[config.mk]
export PLATFORM = sky130hd
export DESIGN_NAME = filter_feeder_flat
export DESIGN_NICKNAME = d
export VERILOG_FILES = /design/src/rtl/filter_feeder_if.sv /design/src/rtl/filter_feeder.sv /design/src/flat_wrapper.sv
export SDC_FILE = /design/constraint.sdc
export NUM_CORES = 1
export LEC_CHECK = 0
export CORE_MARGIN = 4
export CORE_UTILIZATION = 49
export CTS_CLUSTER_DIAMETER = 60
export DETAILED_ROUTE_END_ITERATION = 8
export GPL_TIMING_DRIVEN = 0
export PLACE_DENSITY_LB_ADDON = 0.12
export SYNTH_ARGS = -nofsm -noshare
export SYNTH_HDL_FRONTEND = slang
export SYNTH_SLANG_ARGS = --single-unit
[constraint.sdc]
create_clock -name clk -period 4.6 [get_ports clk]
set_clock_uncertainty 0.2 [all_clocks]
set_input_delay 0.69 -clock clk [delete_from_list [all_inputs] [get_ports clk]]
set_output_delay 0.69 -clock clk [all_outputs]
set_load 0.02 [all_outputs]
[src/rtl/filter_feeder_if.sv]
// Host/filter-side bundle for filter_feeder: sample FIFO write port, run control
// and the data/data_en strobe stream, plus an FSM state debug tap.
interface filter_feeder_if #(
    parameter int DATA_W = 16,
    parameter int DEPTH  = 8,
    parameter int GAP_W  = 8
) ();
    // wr_en is a fire-and-forget strobe: a write is taken iff wr_en && !full
    // at the clock edge; there is no ready, a write while full is lost.
    logic                       wr_en;
    logic [DATA_W-1:0]          wr_data;
    logic                       full;
    logic                       empty;
    logic [$clog2(DEPTH):0]     count;
    logic                       start;
    logic                       stop;
    logic [GAP_W-1:0]           gap;
    logic [DATA_W-1:0]          data;
    logic                       data_en;
    logic                       busy;
    logic                       done;
    logic [1:0]                 dbg_state;

    modport master (
        output wr_en, wr_data, start, stop, gap,
        input  full, empty, count, data, data_en, busy, done, dbg_state
    );

    modport slave (
        input  wr_en, wr_data, start, stop, gap,
        output full, empty, count, data, data_en, busy, done, dbg_state
    );
endinterface

[src/rtl/filter_feeder.sv]
// Sample FIFO plus a drain FSM that emits one-cycle data/data_en strobes spaced
// gap+1 cycles apart, feeding the filter input.
module filter_feeder #(
    parameter int DATA_W = 16,
    parameter int DEPTH  = 8,
    parameter int GAP_W  = 8
) (
    input logic            clk,
    input logic            rst,
    filter_feeder_if.slave bus
);
    localparam int AW = $clog2(DEPTH);
    localparam int CW = AW + 1;

    typedef enum logic [1:0] {S_IDLE = 2'd0, S_EMIT = 2'd1, S_WAIT = 2'd2} state_t;

    logic [DATA_W-1:0] r_mem [DEPTH];
    logic [AW-1:0]     r_wr_ptr, r_rd_ptr;
    logic [CW-1:0]     r_count;
    logic              r_full, r_empty;
    state_t            r_state, w_state_nxt;
    logic [GAP_W-1:0]  r_gap_q, w_gap_q_nxt;
    logic [GAP_W-1:0]  r_cnt, w_cnt_nxt;
    logic [DATA_W-1:0] r_data;
    logic              r_data_en, r_busy, r_done;
    logic              w_pop, w_done_nxt, w_wr_acc;
    logic [CW-1:0]     w_count_nxt;

    assign w_wr_acc    = bus.wr_en && !r_full;
    assign w_count_nxt = r_count + CW'(w_wr_acc) - CW'(w_pop);

    // Storage is not reset; the pointers alone define what is held.
    always_ff @(posedge clk) begin
        if (w_wr_acc && !rst) r_mem[r_wr_ptr] <= bus.wr_data;
    end

    always_ff @(posedge clk) begin
        if (rst) begin
            r_wr_ptr <= '0;
            r_rd_ptr <= '0;
            r_count  <= '0;
            r_full   <= 1'b0;
            r_empty  <= 1'b1;
        end else begin
            if (w_wr_acc) r_wr_ptr <= r_wr_ptr + 1'b1;
            if (w_pop)    r_rd_ptr <= r_rd_ptr + 1'b1;
            r_count <= w_count_nxt;
            r_full  <= (w_count_nxt == CW'(DEPTH));
            r_empty <= (w_count_nxt == '0);
        end
    end

    always_ff @(posedge clk) begin
        if (rst) r_state <= S_IDLE;
        else     r_state <= w_state_nxt;
    end

    // Each emission is decided one cycle ahead, so data/data_en come straight
    // out of flops; EMIT is the cycle the strobe is on the wire.
    always_comb begin
        w_state_nxt = r_state;
        w_pop       = 1'b0;
        w_done_nxt  = 1'b0;
        w_cnt_nxt   = r_cnt;
        w_gap_q_nxt = r_gap_q;
        case (r_state)
            S_IDLE: begin
                if (bus.start && !bus.stop && !r_empty) begin
                    w_gap_q_nxt = bus.gap;
                    w_pop       = 1'b1;
                    w_state_nxt = S_EMIT;
                end
            end
            S_EMIT: begin
                if (bus.stop) begin
                    w_state_nxt = S_IDLE;
                end else if (r_gap_q != '0) begin
                    w_cnt_nxt   = r_gap_q;
                    w_state_nxt = S_WAIT;
                end else if (!r_empty) begin
                    w_pop = 1'b1;
                end else begin
                    w_done_nxt  = 1'b1;
                    w_state_nxt = S_IDLE;
                end
            end
            S_WAIT: begin
                if (bus.stop) begin
                    w_state_nxt = S_IDLE;
                end else if (r_cnt <= GAP_W'(1)) begin
                    if (!r_empty) begin
                        w_pop       = 1'b1;
                        w_state_nxt = S_EMIT;
                    end else begin
                        w_done_nxt  = 1'b1;
                        w_state_nxt = S_IDLE;
                    end
                end else begin
                    w_cnt_nxt = r_cnt - 1'b1;
                end
            end
            default: w_state_nxt = S_IDLE;
        endcase
    end

    always_ff @(posedge clk) begin
        if (rst) begin
            r_gap_q   <= '0;
            r_cnt     <= '0;
            r_data    <= '0;
            r_data_en <= 1'b0;
            r_busy    <= 1'b0;
            r_done    <= 1'b0;
        end else begin
            r_gap_q   <= w_gap_q_nxt;
            r_cnt     <= w_cnt_nxt;
            r_data    <= w_pop ? r_mem[r_rd_ptr] : '0;
            r_data_en <= w_pop;
            r_busy    <= (w_state_nxt != S_IDLE);
            r_done    <= w_done_nxt;
        end
    end

    assign bus.full      = r_full;
    assign bus.empty     = r_empty;
    assign bus.count     = r_count;
    assign bus.data      = r_data;
    assign bus.data_en   = r_data_en;
    assign bus.busy      = r_busy;
    assign bus.done      = r_done;
    assign bus.dbg_state = r_state;
endmodule
[src/flat_wrapper.sv]
// flat-port wrapper written by rule: the top's interface ports become plain ports
module filter_feeder_flat 
#(
    parameter int DATA_W = 16,
    parameter int DEPTH  = 8,
    parameter int GAP_W  = 8
)
  (clk, rst, bus_wr_en, bus_wr_data, bus_start, bus_stop, bus_gap, bus_full, bus_empty, bus_count, bus_data, bus_data_en, bus_busy, bus_done, bus_dbg_state);
  filter_feeder_if #(.DATA_W(DATA_W), .DEPTH(DEPTH), .GAP_W(GAP_W)) bus_i ();
  input logic clk;
  input logic rst;
  input wire logic [$bits(bus_i.wr_en)-1:0] bus_wr_en;
  input wire logic [$bits(bus_i.wr_data)-1:0] bus_wr_data;
  input wire logic [$bits(bus_i.start)-1:0] bus_start;
  input wire logic [$bits(bus_i.stop)-1:0] bus_stop;
  input wire logic [$bits(bus_i.gap)-1:0] bus_gap;
  output wire logic [$bits(bus_i.full)-1:0] bus_full;
  output wire logic [$bits(bus_i.empty)-1:0] bus_empty;
  output wire logic [$bits(bus_i.count)-1:0] bus_count;
  output wire logic [$bits(bus_i.data)-1:0] bus_data;
  output wire logic [$bits(bus_i.data_en)-1:0] bus_data_en;
  output wire logic [$bits(bus_i.busy)-1:0] bus_busy;
  output wire logic [$bits(bus_i.done)-1:0] bus_done;
  output wire logic [$bits(bus_i.dbg_state)-1:0] bus_dbg_state;
  assign bus_i.wr_en = bus_wr_en;
  assign bus_i.wr_data = bus_wr_data;
  assign bus_i.start = bus_start;
  assign bus_i.stop = bus_stop;
  assign bus_i.gap = bus_gap;
  assign bus_full = bus_i.full;
  assign bus_empty = bus_i.empty;
  assign bus_count = bus_i.count;
  assign bus_data = bus_i.data;
  assign bus_data_en = bus_i.data_en;
  assign bus_busy = bus_i.busy;
  assign bus_done = bus_i.done;
  assign bus_dbg_state = bus_i.dbg_state;
  filter_feeder #(.DATA_W(DATA_W), .DEPTH(DEPTH), .GAP_W(GAP_W)) u_core (.clk(clk), .rst(rst), .bus(bus_i));
endmodule
After elaboration in Yosys (flattened, before gate mapping) --
Memory sizes are Yosys's and may differ from the RTL's. A register that Yosys moved wholly into a read port is not among the register bits. Cells that the tools add are included.
Cells by class: add/subtract/negate cells 5, multipliers 0, div/mod/pow operators 0, $lt $le $gt $ge 1, eq/ne operators 7, shift-type cells 0, muxes and demuxes 28, bitwise gates (word level) 1, reduce and logical (&&, ||, !) cells 16
Operator list (count):
- $mux W8 | 4
- $pmux W8 S2 | 1
- $mux W1 | 14
- $mux W2 | 6
- $le A8 B1 Y1 const B | 1
- $reduce_bool A8 Y1 | 1
- $sub A8 B1 Y8 const B | 1
- $add A3 B1 Y3 const B | 2
- $ne A2 B2 Y1 const B | 3
- $pmux W2 S3 | 1
- $reduce_and A5 Y1 | 1
- $add A4 B1 Y4 | 1
- $eq A4 B4 Y1 const B | 1
- $logic_and A1 B1 Y1 | 4
- $logic_not A1 Y1 | 4
- $logic_not A4 Y1 | 1
- $reduce_bool A2 Y1 | 2
- $sub A4 B1 Y4 | 1
- $pmux W1 S3 | 1
- $eq A2 B1 Y1 const B | 1
- $eq A2 B2 Y1 const B | 1
- $logic_not A2 Y1 | 1
- $ne A2 B1 Y1 const B | 1
- $pmux W1 S2 | 1
- other kinds (3) | 3
Word-level totals: register bits 33, latch bits 0, bits in writable memories 128, memory bits (read-only) 0, output and inout port bits 27, memories 1
Memories:
- u_core.r_mem | words 8, width 16, rd ports 1, clocked after memory_dff 1, wr ports 1, RTL line filter_feeder.sv:17 | logic [DATA_W-1:0] r_mem [DEPTH];

Depth between registers and ports, before layout --
Gate-level depths: netlist of the first run.
word-level depth 7, depth in mapped cells 14, mapped depth without buffers 13

Worst setup path before layout of the first run --
No wires, ideal clock.
path kind input -> register, start point input rst, end point memory u_core.r_mem[1][0] (enable), setup time 0.430 ns, arrival time 2.718 ns, data required time 3.970 ns, setup slack 1.252 ns, stages on the path 3, path buffers 2, path through clkbuf_1 > clkbuf_1 > nor4_1
Between the ends: cells in the longest elaborated chain, start to end 4
RTL lines:
- start: declaration | RTL line flat_wrapper.sv:11 | input logic rst;
- $logic_not A1 Y1 | RTL line filter_feeder.sv:34 | if (w_wr_acc && !rst) r_mem[r_wr_ptr] <= bus.wr_data;
- $logic_and A1 B1 Y1 | RTL line filter_feeder.sv:34
- $mux W1 | RTL line filter_feeder.sv:34
- $mux W1 (not written as such) | RTL line filter_feeder.sv:34
- end: declaration | RTL line filter_feeder.sv:17
No other way between the ends.

Final worst setup path of the first run --
start point register u_core.r_cnt[0], end point register u_core.r_empty (netlist: u_core.bus.empty)
Between the ends: cells in the longest elaborated chain, start to end 6
RTL lines:
- start: declaration | RTL line filter_feeder.sv:23 | logic [GAP_W-1:0] r_cnt, w_cnt_nxt;
- start signal: assignment | RTL line filter_feeder.sv:116 | r_cnt <= w_cnt_nxt;
- $le A8 B1 Y1 | RTL line filter_feeder.sv:90 | end else if (r_cnt <= GAP_W'(1)) begin
- $mux W1 | RTL line filter_feeder.sv:90
- $mux W1 | RTL line filter_feeder.sv:88 | if (bus.stop) begin
- $pmux W1 S3 | RTL line filter_feeder.sv:66 | case (r_state)
- $sub A4 B1 Y4 | RTL line filter_feeder.sv:30 | assign w_count_nxt = r_count + CW'(w_wr_acc) - CW'(w_pop);
- $logic_not A4 Y1 | RTL line filter_feeder.sv:49 | r_empty <= (w_count_nxt == '0);
- end signal: assignment | RTL line filter_feeder.sv:49
- end: declaration | RTL line filter_feeder.sv:20 | logic r_full, r_empty;
No other way between the ends. A chain may end at the register's enable or synchronous reset.

==> results.cfg, run 1 <==
[synthesis]
synth_compound_area_share_pct = 4.87
ys.warnings.count = 0
synth_simple_gate_area_share_pct = 9.08
synth_mux_area_share_pct = 12.8
synthArstFlopShare_pct = 0
yosys.area_share.xor_xnor_pct = 0.738
netlist_area_um2 = 7120
ys_ff_latch = 177
syn_area_per_cell_um2 = 15.8
synth_edf_count = 128
yosysMostFrequentCell = edfxtp_1
synthTopCellsByArea = edfxtp_1 54%, dfxtp_1 14%, mux4_2 10%
yosysTopAreaCellShare_pct = 54.0
ys_types = 58
synth_top_family_by_area = multiplexers
synth-adder-area-share_pct = 2.21
synth_top_area_cell = edfxtp_1
syn_inst = 450
synth_ff_type = edfxtp_1
synth_nets = 491
ys_seq_area_share_pct = 67.8
synthTopCellsByCount = 128 x edfxtp_1, 49 x dfxtp_1, 33 x nand2_1

[global_routing]
grtUsageMet1_pct = 26.2
gr-max-usage-layer = met2
grt_overflow_total = 0
grtUsageMet2_pct = 30.1
grt_max_degree = 17
grtUsageTotal_pct = 18.6
antenna_found_initial = 0
grt_pass1_vias = 4121
grt_pass1_wl_um = 23000
use_met3_pct = 3.28

[sta]
timing.setup.tns_ns = 0
tightest_slew_ns = 0.975
fin_crit_sh_pct = 73.1
slew_headroom_pct = 35.0
finalSetupViolations = 0
period_needed_ns = 3.36
whs_ns = 0.292
rsz0062_at_grt = no
hold_viol = 0
max_freq_ghz = 0.297
finalMaxSlewViolations = 0

[critical_path]
end_kind = flop
arrival_ns = 3.48
required_ns = 4.72
startpoint_type = flop
worst-setup-path-type = reg -> reg
cp_max_fo = 6
r2r_slack_ns = 1.24
reg2reg_depth = 14

[clocking]
clock_path_buffers = 2
htreeDepth = 4
post-cts-setup-buffer-count = 0
cts_tree = yes
clkTransAtPathRegs_ns = 0.06
cts_buffers = 17
worstSkewPairLatency_ns = 0.42
ctsResizeCount = 0
postCtsHoldBufs = 0
clock_sinks = 177
cts_root_buf = clkbuf_16

[detailed_routing]
post-route-drc-count = 0
vias_per_cell = 5.61
avgRoutedWirePerCell_um = 19.9
routed_wl_um = 14500
drt_iter0_markers = 455
ant_nets = 0
routed-via-count = 4085
drtPass1Iterations = 5

[floorplan]
die_w_um = 129
core_um2 = 14000
die_h_um = 129
die-area_um2 = 16500
ios = 56
floorplan.initialDensity_pct = 50.7
rows = 43

[power]
irDropWorstVdd_v = 0.000274
power.density_nw_per_um2 = 452
p_switching_w = 0.00101
clockPowerShare_pct = 34.6
p_int_w = 0.00289
leakage_nw = 2.82
swShare_pct = 25.9
power_frac_seq_pct = 47.9
power_frac_comb_pct = 17.5

[cells_and_area]
diodes = 0
n_fill_cell = 1074
fin_util_pct = 61.3
nets = 576
instances_no_fill = 728
final_layout_size_suffix_gt1_share_pct = 20.3
syn_to_final_growth_pct = 21.0

[placement]
place_congestion = 0.852
post-dp-hpwl_um = 9890
dpl.cell_count = 696
place.port_buffers = 54

[run]
cap_violations = 0

[min_path]
worstHoldPathType = reg -> reg
hold_depth = 2

[status]
outcome = completed
[final timing paths]
| check | end | start |
|---|---|---|
| setup / recovery | u_core.bus.empty | u_core.r_cnt[0] |
| setup reg to reg | u_core.bus.empty | u_core.r_cnt[0] |
| hold reg to reg | u_core.r_gap_q[3] | u_core.r_gap_q[3] |
| hold / removal | u_core.r_gap_q[3] | u_core.r_gap_q[3] |
[area by class of cell]
cell class | instances | area [um^2] | share of cell area (%)
plain buffers | 23 | 126 | 1.47
clock buffers | 21 | 450 | 5.23
clock inverters | 11 | 105 | 1.22
inverters | 14 | 52.6 | 0.610
multi-input cells | 236 | 2150 | 25.0
flip-flops and latches | 177 | 4820 | 56.0
well taps | 180 | 225 | 2.61
repair buffers | 66 | 676 | 7.84
[cells in the final DEF, fill, tap and decap left out, drive strengths merged, types with 5 or more instances in the layout]
master,n
edfxtp,128
clkdlybuf4s50,54
dfxtp,49
nor2,35
nand2,33
clkbuf,33
mux4,32
buf,23
a21oi,18
mux2i,17
inv,15
ha,11
nand4,11
nor3,9
nand2b,6
a32o,6
clkinv,6
nand3,5
nor4,5
[cells by family after synthesis]
logic type / count (synthesis)
flops: 177
simple gates: 121
mux: 51
compound gates: 46
buf+inv: 37
fa+ha+maj: 12
xor+xnor: 6
[state kept, by name, indices dropped and copies added (netlist names), 2 cells and up]
register / flops
u_core.r_mem: 128
u_core.bus.data: 16
u_core.r_cnt: 8
u_core.r_gap_q: 8
u_core.bus.count: 4
u_core.r_rd_ptr: 3
u_core.r_wr_ptr: 3
u_core.bus.dbg_state: 2
[power by group through the flow]
stage | Sequential, W | Combinational [W] | Clock [W]
after global routing | 0.00188 | 0.000741 | 0.00146
after CTS | 0.00187 | 0.000689 | 0.00137
after global placement | 0.00190 | 0.000651 | 0
after floorplan | 0.00193 | 0.000401 | 0
after detailed placement | 0.00190 | 0.000685 | 0
final | 0.00187 | 0.000681 | 0.00135
[metrics by stage]
step           instance area (um^2)  total power (W)  setup WS, ns
2_1_floorplan                  7120          0.00233          1.25
3_3_place_gp                   7890          0.00255         -1.09
3_5_place_dp                   8060          0.00259         0.883
4_1_cts                        8610          0.00393          1.27
5_1_grt                        8610          0.00408          1.10
6_report                       8610          0.00390          1.24
[critical path: stages (launching register included)]
cell,delay [ns]
dfxtp_1,0.36
inv_1,0.13
ha_1,0.32
or2_0,0.15
clkbuf_1,0.26
a41oi_4,0.18
a21oi_2,0.32
xor2_1,0.19
ha_1,0.19
inv_1,0.06
fa_1,0.38
xor2_1,0.19
nand3b_1,0.11
inv_1,0.05
a21o_1,0.16
[routing by layer]
metal,up-vias,share of wire (%)
met5,-,0
met4,0,0.73
met3,10,3.7
met2,91,50
met1,2078,45
li1,1906,-
Power figures use the tool's default switching activity.
==> run 2, diff against run 1 <==
- clock period: 4.6 -> 2.85 ns (I/O delays scaled with it)
==> run 2 against run 1 <==
Compared with the run above: the flow now finishes with violations (setup timing); power up 66%; setup slack got worse by 1.2 ns; first-iteration DRC count shrank 9.9%.
==> results.cfg, run 2 (same netlist as run 1, synthesis figures left out) <==
[global_routing]
grtUsageTotal_pct = 19.2
antenna_found_initial = 0
grt_pass1_vias = 4250
grt_pass1_wl_um = 23600
grt_overflow_total = 0
grt_max_degree = 17

[sta]
rsz0062_at_grt = yes
period_needed_ns = 2.85
tightest_slew_ns = 0.979
max_freq_ghz = 0.350
fin_ws_ns = -0.00454
finalSetupViolations = 1
fin_crit_sh_pct = 100
slew_headroom_pct = 34.7
hold_viol = 0
finalMaxSlewViolations = 0

[floorplan]
die_w_um = 129
die_h_um = 129
floorplan.initialDensity_pct = 50.7
ios = 56
die-area_um2 = 16500
rows = 43
core_um2 = 14000

[power]
swShare_pct = 25.8
clockPowerShare_pct = 33.3
irDropWorstVdd_v = 0.000569
power.density_nw_per_um2 = 728
power_frac_seq_pct = 47.0
power_frac_comb_pct = 19.7
leakage_nw = 2.93
p_switching_w = 0.00167
p_int_w = 0.00479

[detailed_routing]
ant_nets = 0
drtPass1Iterations = 4
drt_iter0_markers = 410
routed_wl_um = 14900
routed-via-count = 4124
vias_per_cell = 5.57
post-route-drc-count = 0
avgRoutedWirePerCell_um = 20.1

[critical_path]
required_ns = 2.96
cp_max_fo = 4
r2r_slack_ns = -0.005
timing.rr.start = u_core.r_cnt[0]
worst-setup-path-type = reg -> reg
reg2reg_depth = 14
startpoint_type = flop
end_kind = flop
worstReg2RegEnd = u_core.bus.empty
arrival_ns = 2.97

[placement]
post-dp-hpwl_um = 9610
place.port_buffers = 54
place_congestion = 0.899
dp_slack_ns = -0.548

[clocking]
worstSkewPairLatency_ns = 0.42
clkTransAtPathRegs_ns = 0.06
htreeDepth = 4
cts_buffers = 17
clock_path_buffers = 2
clock_sinks = 177
cts_root_buf = clkbuf_16
cts_tree = yes

[cells_and_area]
diodes = 0
largest_register = u_core.r_mem
largest_reg_flops = 128
syn_to_final_growth_pct = 24.6
final_layout_size_suffix_gt1_share_pct = 25.5
final_common_cell = edfxtp_1
mostFrequentLayoutCells = 128 x edfxtp_1, 54 x clkdlybuf4s50_1, 45 x dfxtp_1
fin_util_pct = 63.2
nets = 589
n_fill_cell = 1023

[status]
violations = setup timing
outcome = complete, but fails checks

[run]
cap_violations = 0

[min_path]
hold_path_end = u_core.bus.done
hold_depth = 3
worstHoldStart = bus_stop
worstHoldPathType = in -> reg
==> run 2: cell count changes in the layout (fill, tap and decap cells not counted), sizes merged <==
cell / before / now
buf: 23 / 37
clkbuf: 33 / 35
clkinv: 6 / 8
clkinvlp: 3 / 1
inv: 15 / 12
==> run 2: layout make-up <==
type                    instances  area, um^2  share of cell area, %
well taps                     180         225                   2.54
inverters                      14        57.6                  0.649
multi-input cells             236        2300                   26.0
repair buffers                 81         785                   8.84
clock inverters                 8        65.1                  0.733
plain buffers                  21         115                   1.30
clock buffers                  24         482                   5.43
flip-flops and latches        177        4840                   54.6
==> run 2: per-layer routing <==
metal / wire [um] / track usage (%) / vias up
met2: 7490 / 30.7 / 93
met3: 769 / 5.19 / 8
met5: 0 / 0 / -
met1: 6540 / 26.1 / 2091
met4: 108 / 5.50 / 0
li1: - / - / 1932
==> run 2: worst max-delay path by stage <==
stage | slack [ns] | from | end | cells after the start
2_1_floorplan | 0.04 | u_core.r_cnt[1] | u_core.bus.empty | 14
3_3_place_gp | -1.63 | rst | u_core.r_mem[3][0] | 5
3_5_place_dp | -0.55 | bus_start | u_core.bus.empty | 13
4_1_cts | 0.001 | u_core.bus.dbg_state[0] | u_core.bus.empty | 14
5_1_grt | -0.13 | u_core.r_cnt[3] | u_core.bus.empty | 11
6_report | -0.005 | u_core.r_cnt[0] | u_core.bus.empty | 14
==> run 2: through the flow <==
stage	area [um^2]	hold slack, ns	power [W]	setup TNS, ns	instances
after floorplan	7160	0.260	0.00378	0	450
after global placement	7930	0.282	0.00413	-158.61	684
after detailed placement	8070	0.283	0.00418	-11.53	692
after CTS	8760	0.124	0.00643	0	735
after global routing	8870	0.159	0.00676	-0.187	741
final	8870	0.148	0.00646	-0.00454	741
==> run 2: power by group through the flow <==
stage / Clock (W) / Sequential (W) / Combinational (W)
global placement: 0 / 0.00307 / 0.00106
global route: 0.00232 / 0.00305 / 0.00139
finish: 0.00215 / 0.00304 / 0.00127
detailed placement: 0 / 0.00307 / 0.00111
floorplan: 0 / 0.00312 / 0.000657
CTS: 0.00220 / 0.00303 / 0.00120
==> run 2: critical path, cell delays in order, from the launching register on <==
cell and delay, ns:
dfxtp_4 0.38, inv_4 0.05, ha_4 0.16, or2_0 0.21, buf_4 0.14, a41oi_4 0.19, a21oi_4 0.10, xor2_1 0.18
ha_2 0.21, inv_2 0.04, fa_2 0.35, xor2_2 0.19, nand3b_1 0.14, inv_1 0.05, a21o_1 0.17
==> run 2: what timing repair did <==
| item | in CTS | in global routing |
|---|---|---|
| pin swaps | 6 | 5 |
| buffers inserted | 11 | 8 |
| hold buffers | 0 | 0 |
| resized for setup | 15 | 13 |
| endpoints found under the setup margin | 5 | 12 |
